[src/rtl/sat_bin_pkg.sv]
// ---------------------------------------------------------------------------
// sat_bin_pkg
// Shared definitions for the SAT engine bin scheduler:
//   - state_t : scheduler FSM states
//   - mode_t  : what STORE hands over to next (advance to the next bin or
//               run a global backtrack)
//   - DEF_WIDTH_* : default widths for levels, bin indices and counters
// ---------------------------------------------------------------------------
package sat_bin_pkg;

  localparam int DEF_WIDTH_LVL = 16;
  localparam int DEF_WIDTH_BIN = 16;
  localparam int DEF_WIDTH_CNT = 32;

  typedef enum logic [2:0] {
    ST_IDLE      = 3'd0,
    ST_LOAD      = 3'd1,
    ST_CORE      = 3'd2,
    ST_WAIT_CORE = 3'd3,
    ST_STORE     = 3'd4,
    ST_BKT       = 3'd5,
    ST_SAT       = 3'd6,
    ST_UNSAT     = 3'd7
  } state_t;

  typedef enum logic {
    MODE_ADVANCE   = 1'b0,
    MODE_BACKTRACK = 1'b1
  } mode_t;

endpackage

[src/rtl/sched_req_pulse.sv]
// ---------------------------------------------------------------------------
// sched_req_pulse
// Turns "the scheduler is in state X" into a registered one-cycle request
// issued in the cycle after the state is entered.
// Ports:
//   clk, rst : clock, asynchronous active-low reset
//   active   : scheduler currently sits in the requesting state
//   req      : one-cycle request pulse (registered)
//   issued   : the state was already active last cycle, i.e. the request
//              is being or has been issued during this visit
// ---------------------------------------------------------------------------
module sched_req_pulse (
  input  logic clk,
  input  logic rst,
  input  logic active,
  output logic req,
  output logic issued
);

  // issued remembers the previous cycle's state membership; a rising edge of
  // active therefore produces exactly one req cycle per visit.
  always_ff @(posedge clk or negedge rst) begin
    if (!rst) begin
      issued <= 1'b0;
      req    <= 1'b0;
    end else begin
      issued <= active;
      req    <= active & ~issued;
    end
  end

endmodule

[src/rtl/ctrl_bin_sched.sv]
// ---------------------------------------------------------------------------
// ctrl_bin_sched
// Top-level bin scheduler of the SAT engine. Walks over all bins of a
// problem: load bin, run the core, store results, then advance to the next
// bin or perform a global backtrack. Reports global SAT/UNSAT.
// Ports:
//   clk, rst                       : clock, asynchronous active-low reset
//   start_i, num_bins_i            : solve request and bin count
//   done_o, global_sat_o,
//   global_unsat_o, error_o        : sticky result flags
//   cur_bin_num_o                  : bin currently scheduled
//   start_load_o / done_load_i     : bin load handshake
//   start_core_o / done_core_i,
//   core_sat_i, core_unsat_i,
//   bkt_bin_num_i, bkt_lvl_i       : per-bin core handshake and result
//   start_store_o / done_store_i   : store-back handshake
//   start_bkt_global_o, bkt_lvl_o,
//   done_bkt_global_i              : global backtrack handshake
//   bin_switch_cnt_o               : LOAD entries since last start
// ---------------------------------------------------------------------------
module ctrl_bin_sched
  import sat_bin_pkg::*;
#(
  parameter int WIDTH_LVL = DEF_WIDTH_LVL,
  parameter int WIDTH_BIN = DEF_WIDTH_BIN,
  parameter int WIDTH_CNT = DEF_WIDTH_CNT
) (
  input  logic                 clk,
  input  logic                 rst,
  input  logic                 start_i,
  input  logic [WIDTH_BIN-1:0] num_bins_i,
  output logic                 done_o,
  output logic                 global_sat_o,
  output logic                 global_unsat_o,
  output logic                 error_o,
  output logic [WIDTH_BIN-1:0] cur_bin_num_o,
  output logic                 start_load_o,
  input  logic                 done_load_i,
  output logic                 start_core_o,
  input  logic                 done_core_i,
  input  logic                 core_sat_i,
  input  logic                 core_unsat_i,
  input  logic [WIDTH_BIN-1:0] bkt_bin_num_i,
  input  logic [WIDTH_LVL-1:0] bkt_lvl_i,
  output logic                 start_store_o,
  input  logic                 done_store_i,
  output logic                 start_bkt_global_o,
  output logic [WIDTH_LVL-1:0] bkt_lvl_o,
  input  logic                 done_bkt_global_i,
  output logic [WIDTH_CNT-1:0] bin_switch_cnt_o
);

  state_t               state, state_nxt;
  mode_t                mode_q, mode_nxt;
  logic [WIDTH_BIN-1:0] num_bins_q, num_bins_nxt;
  logic [WIDTH_BIN-1:0] bkt_bin_q, bkt_bin_nxt;
  logic [WIDTH_BIN-1:0] cur_bin_nxt;
  logic [WIDTH_LVL-1:0] bkt_lvl_nxt;
  logic [WIDTH_CNT-1:0] cnt_nxt;
  logic                 done_nxt, sat_nxt, unsat_nxt, err_nxt;

  logic load_issued, core_issued, store_issued, bkt_issued;
  logic bkt_bad, last_bin;

  // A backtrack target outside the problem is a protocol error, not a pulse.
  assign bkt_bad  = (bkt_bin_q >= num_bins_q);
  assign last_bin = (cur_bin_num_o == num_bins_q - WIDTH_BIN'(1));

  sched_req_pulse u_load_req (
    .clk(clk), .rst(rst), .active(state == ST_LOAD),
    .req(start_load_o), .issued(load_issued)
  );

  sched_req_pulse u_core_req (
    .clk(clk), .rst(rst), .active(state == ST_CORE),
    .req(start_core_o), .issued(core_issued)
  );

  sched_req_pulse u_store_req (
    .clk(clk), .rst(rst), .active(state == ST_STORE),
    .req(start_store_o), .issued(store_issued)
  );

  sched_req_pulse u_bkt_req (
    .clk(clk), .rst(rst), .active((state == ST_BKT) && !bkt_bad),
    .req(start_bkt_global_o), .issued(bkt_issued)
  );

  always_ff @(posedge clk or negedge rst) begin
    if (!rst) state <= ST_IDLE;
    else      state <= state_nxt;
  end

  // done_* only counts once the request went out and the pulse cycle is over.
  always_comb begin
    state_nxt = state;
    case (state)
      ST_IDLE:
        if (start_i) state_nxt = (num_bins_i == '0) ? ST_SAT : ST_LOAD;
      ST_LOAD:
        if (load_issued && !start_load_o && done_load_i) state_nxt = ST_CORE;
      ST_CORE:
        if (core_issued) state_nxt = ST_WAIT_CORE;
      ST_WAIT_CORE:
        if (done_core_i) begin
          if (core_unsat_i)    state_nxt = (bkt_lvl_i == '0) ? ST_UNSAT : ST_STORE;
          else if (core_sat_i) state_nxt = ST_STORE;
        end
      ST_STORE:
        if (store_issued && !start_store_o && done_store_i) begin
          if (mode_q == MODE_BACKTRACK) state_nxt = ST_BKT;
          else if (last_bin)            state_nxt = ST_SAT;
          else                          state_nxt = ST_LOAD;
        end
      ST_BKT:
        if (bkt_bad) state_nxt = ST_UNSAT;
        else if (bkt_issued && !start_bkt_global_o && done_bkt_global_i)
          state_nxt = ST_LOAD;
      ST_SAT:   state_nxt = ST_IDLE;
      ST_UNSAT: state_nxt = ST_IDLE;
      default:  state_nxt = ST_IDLE;
    endcase
  end

  // Next values for all registered outputs and internal latches.
  always_comb begin
    done_nxt     = done_o;
    sat_nxt      = global_sat_o;
    unsat_nxt    = global_unsat_o;
    err_nxt      = error_o;
    cnt_nxt      = bin_switch_cnt_o;
    cur_bin_nxt  = cur_bin_num_o;
    num_bins_nxt = num_bins_q;
    bkt_bin_nxt  = bkt_bin_q;
    bkt_lvl_nxt  = bkt_lvl_o;
    mode_nxt     = mode_q;
    case (state)
      ST_IDLE:
        if (start_i) begin
          done_nxt     = 1'b0;
          sat_nxt      = 1'b0;
          unsat_nxt    = 1'b0;
          err_nxt      = 1'b0;
          cnt_nxt      = '0;
          num_bins_nxt = num_bins_i;
          cur_bin_nxt  = '0;
        end
      ST_WAIT_CORE:
        if (done_core_i) begin
          if (core_unsat_i) begin
            if (bkt_lvl_i != '0) begin
              bkt_bin_nxt = bkt_bin_num_i;
              bkt_lvl_nxt = bkt_lvl_i;
              mode_nxt    = MODE_BACKTRACK;
            end
          end else if (core_sat_i) begin
            mode_nxt = MODE_ADVANCE;
          end
        end
      ST_STORE:
        if (state_nxt == ST_LOAD) cur_bin_nxt = cur_bin_num_o + WIDTH_BIN'(1);
      ST_BKT:
        if (bkt_bad)                   err_nxt     = 1'b1;
        else if (state_nxt == ST_LOAD) cur_bin_nxt = bkt_bin_q;
      ST_SAT: begin
        sat_nxt  = 1'b1;
        done_nxt = 1'b1;
      end
      ST_UNSAT: begin
        unsat_nxt = 1'b1;
        done_nxt  = 1'b1;
      end
      default: ;
    endcase
    // Counted after the start clear so the first LOAD entry yields 1.
    if ((state_nxt == ST_LOAD) && (state != ST_LOAD) && (cnt_nxt != '1))
      cnt_nxt = cnt_nxt + WIDTH_CNT'(1);
  end

  always_ff @(posedge clk or negedge rst) begin
    if (!rst) begin
      done_o           <= 1'b0;
      global_sat_o     <= 1'b0;
      global_unsat_o   <= 1'b0;
      error_o          <= 1'b0;
      bin_switch_cnt_o <= '0;
      cur_bin_num_o    <= '0;
      num_bins_q       <= '0;
      bkt_bin_q        <= '0;
      bkt_lvl_o        <= '0;
      mode_q           <= MODE_ADVANCE;
    end else begin
      done_o           <= done_nxt;
      global_sat_o     <= sat_nxt;
      global_unsat_o   <= unsat_nxt;
      error_o          <= err_nxt;
      bin_switch_cnt_o <= cnt_nxt;
      cur_bin_num_o    <= cur_bin_nxt;
      num_bins_q       <= num_bins_nxt;
      bkt_bin_q        <= bkt_bin_nxt;
      bkt_lvl_o        <= bkt_lvl_nxt;
      mode_q           <= mode_nxt;
    end
  end

endmodule

[config.mk]
export PLATFORM = sky130hd
export DESIGN_NAME = ctrl_bin_sched
export DESIGN_NICKNAME = d
export VERILOG_FILES = /design/src/rtl/sat_bin_pkg.sv /design/src/rtl/sched_req_pulse.sv /design/src/rtl/ctrl_bin_sched.sv
export SDC_FILE = /design/constraint.sdc
export NUM_CORES = 1
export LEC_CHECK = 0
export CORE_MARGIN = 5
export CORE_UTILIZATION = 25
export DETAILED_ROUTE_END_ITERATION = 8
export GPL_TIMING_DRIVEN = 0
export SLEW_MARGIN = 30
export SYNTH_ARGS = -nofsm -noshare
export SYNTH_HDL_FRONTEND = slang
export SYNTH_SLANG_ARGS = --single-unit
[constraint.sdc]
create_clock -name clk -period 3.88 [get_ports clk]
set_clock_uncertainty 0.1 [all_clocks]
set_input_delay 0.97 -clock clk [delete_from_list [all_inputs] [get_ports clk]]
set_output_delay 0.97 -clock clk [all_outputs]
set_load 0.01 [all_outputs]
==> results.sh <==
export IMPL_synth_fa_ha_area_share_pct=3.715
export IMPL_outcome="complete, no violations"
export IMPL_wl_per_cell_um=17.82
export IMPL_grt_pass1_vias=5577
export IMPL_path_clk_slew_ps=80
export IMPL_grt_max_degree=70
export IMPL_fin_crit_sh_pct=96.51
export IMPL_max_freq_mhz=267.1
export IMPL_clk_insertion_delay_late_ps=370
export IMPL_io_buffers=128
export IMPL_slew_viol_final=0
export IMPL_crit_top_cell="and3_4"
export IMPL_die_w_um=170.0
export IMPL_antenna_left=0
export IMPL_synthArstFlopShare_pct=100.0
export IMPL_io_pin_count=129
export IMPL_p_leak_nw=3.420
export IMPL_worstSetupEndpointType="register"
export IMPL_critical_path_cell_count=15
export IMPL_synth_top_family_by_area="simple AND/OR/NAND/NOR gates"
export IMPL_synthDistinctLibCells=65
export IMPL_area_growth_pct=33.65
export IMPL_place_hpwl_mm=15.57
export IMPL_remaining_drc_errors=0
export IMPL_seq_area_frac_synth_pct=43.80
export IMPL_synth_edf_count=0
export IMPL_tightest_slew_ps=723.6
export IMPL_vias=5799
export IMPL_core_um2=25180
export IMPL_routabilityCongestion=0.8794
export IMPL_grt_overflow_total=0
export IMPL_syn_avg_cell_area_um2=9.396
export IMPL_slowest_delay_ps=490
export IMPL_cp_num_buf_inv=4
export IMPL_relSlewSlack_pct=51.76
export IMPL_cts_made_buffers=9
export IMPL_final_setup_tns_ps=0
export IMPL_antenna_found_initial=0
export IMPL_finalSetupViolations=0
export IMPL_min_path_cells=1
export IMPL_grt_usage_pct=14.11
export IMPL_die_h_um=170.0
export IMPL_root_buffer="clkbuf_16"
export IMPL_p_per_area_nw_per_um2=651.0
export IMPL_synth_xor_area_share_pct=3.285
export IMPL_slowest_stage="or4b_4"
export IMPL_antenna_cells=0
export IMPL_final_nets=903
export IMPL_synth_top_cell_area_share_pct=43.80
export IMPL_ys_warn_count=0
export IMPL_synth_common_cells="dfrtp_1, nand2_1, inv_1"
export IMPL_rr_worst_depth=14
export IMPL_crit_type="in2reg"
export IMPL_cp_top_family="simple AND/OR/NAND/NOR gates"
export IMPL_syn_nets=757
export IMPL_drv_cap=0
export IMPL_std_cell_rows=58
export IMPL_hold_path_class="reg2reg"
export IMPL_synth_area_leader_cell="dfrtp_1"
export IMPL_grt_pass1_wl_mm=31.91
export IMPL_ir_drop_uv=267.2
export IMPL_n_fill_cell=2595
export IMPL_power_mw=5.567
export IMPL_firstDrtPassIters=5
export IMPL_die_area_um2=28890
export IMPL_routed_via_density=4.991
export IMPL_path_cells="clkbuf_2 -> or4b_4 -> buf_8 -> and2_1 -> ha_2 -> and3_4 -> and3_4 -> and3_4 -> nand3_1 -> o211ai_1 -> a211oi_4 -> buf_4 -> buf_6 -> a21oi_1 -> o21a_1"
export IMPL_cp_required_ps=4030
export IMPL_initial_utilization_pct=25.41
export IMPL_period_needed_ps=3744
export IMPL_synth_most_common_cell="dfrtp_1"
export IMPL_hold_viol=0
export IMPL_synthMuxAreaShare_pct=7.235
export IMPL_ys_ff_latch=112
export IMPL_cts_tree="yes"
export IMPL_drive_above_1_share_pct=11.78
export IMPL_drt_total_wl_mm=20.71
export IMPL_synth_ff_type="dfrtp_1"
export IMPL_synth_area_um2=6399
export IMPL_drt_first_iter_violations=258
export IMPL_h_tree_depth=3
export IMPL_yosys_area_share_simple_pct=20.18
export IMPL_synth_area_leaders="dfrtp_1, mux2_2, nand2_1, ha_1, a21oi_1"
export IMPL_cp_data_arrival_time_ps=3900
export IMPL_cp_max_fo=10
export IMPL_clock_path_buffers=2
export IMPL_synth_compound_area_share_pct=16.68
export IMPL_clock_sinks=112
export IMPL_startpoint_type="primary input"
export IMPL_synthCells=681
==> stage by stage <==
| step | area, um2 | hold WS (ps) | cells | worst slack (ps) | utilization (%) |
|---|---|---|---|---|---|
| floorplan | 6429 | 303.4 | 681 | 4.971 | - |
| global placement | 8123 | 313.3 | 1139 | -3010 | 32.26 |
| detailed placement | 8160 | 314.5 | 1140 | -1158 | 32.41 |
| CTS | 8498 | 325.2 | 1161 | 11.97 | 33.75 |
| global route | 8552 | 342.4 | 1162 | -2.627 | 33.96 |
| finish | 8552 | 323.4 | 1162 | 135.5 | 33.96 |
==> repair_timing <==
action	in CTS	in global routing
resized for setup	5	15
hold buffers	0	0
setup buffers	6	1
pin swaps	2	5
setup endpoints to repair	32	37
==> worst reg2reg max path, delay by kind of cell (launching register included) <==
family,cells,cell delay [ps]
fa+ha+maj,1,250
flops,1,420
buf+inv,4,580
compound gates,7,1260
simple gates,2,1040
==> cell usage in the layout (no fill, tap or decap), types with 7 or more instances in the layout <==
cell type | netlist | routed
nor3_1 | 16 | 15
inv_1 | 49 | 49
nand2_1 | 68 | 67
ha_1 | 19 | 17
nor2_1 | 35 | 35
a21o_1 | 15 | 15
and3_1 | 21 | 18
clkdlybuf4s50_1 | 0 | 126
clkbuf_16 | 0 | 9
nand4_1 | 7 | 7
nor4_2 | 5 | 8
nand2b_1 | 11 | 11
o21ai_0 | 43 | 43
nor4_1 | 22 | 19
mux2i_1 | 8 | 8
dfrtp_1 | 112 | 111
clkbuf_1 | 15 | 14
xnor2_1 | 19 | 19
buf_4 | 1 | 7
mux2_2 | 34 | 34
nand3_1 | 30 | 30
a21oi_1 | 45 | 45
==> state kept, by name, summed over array words and instances, names as in the netlist, 3 cells and up <==
name	count
bkt_lvl_o	16
state	3
cur_bin_num_o	16
bkt_bin_q	16
num_bins_q	16
bin_switch_cnt_o	32
==> kinds of logic (layout without fill, tap and decap cells) <==
logic type	after synthesis	in the layout
AND/OR/NAND/NOR	244	244
AO/OA/AOI/OAI	163	163
flip-flops	112	112
buffers and inverters	77	228
multiplexers	42	42
XOR/XNOR	24	24
adder cells (fa/ha/maj)	19	19
==> per-layer routing <==
metal	vias up	global-route usage [%]	share of wire [%]
met5	-	0	0
met4	0	3.333	1.6
met3	23	4.460	7.8
met2	218	21.61	45
met1	2807	19.51	46
li1	2751	-	-
==> final timing paths <==
path                                     from                   end  slack (ps)
min reg2reg                u_store_req.issued       u_store_req.req         320
min                        u_store_req.issued       u_store_req.req         320
min in group asynchronous                 rst  bin_switch_cnt_o[11]         380
max in group asynchronous                 rst          bkt_lvl_o[4]        2610
max                                   start_i   bin_switch_cnt_o[3]         140
max reg2reg                     num_bins_q[1]  bin_switch_cnt_o[18]         150
==> power breakdown <==
group / total (mW) / switching (mW) / internal (mW)
Sequential: 1.88 / 0.365 / 1.52
Clock: 0.949 / 0.496 / 0.453
Combinational: 2.74 / 1.48 / 1.25
Total: 5.57 / 2.34 / 3.22
==> cell type report <==
type	count	area, um2	area share [%]
Buffer	27	158.9	1.858
Clock buffer	10	229.0	2.677
Clock inverter	6	55.05	0.6437
Inverter	49	183.9	2.151
Multi-Input combinational cell	492	3343	39.09
Sequential cell	112	2804	32.79
Tap cell	330	412.9	4.828
Timing Repair Buffer	136	1365	15.96
No activity file was read; power rests on OpenSTA's default activity.
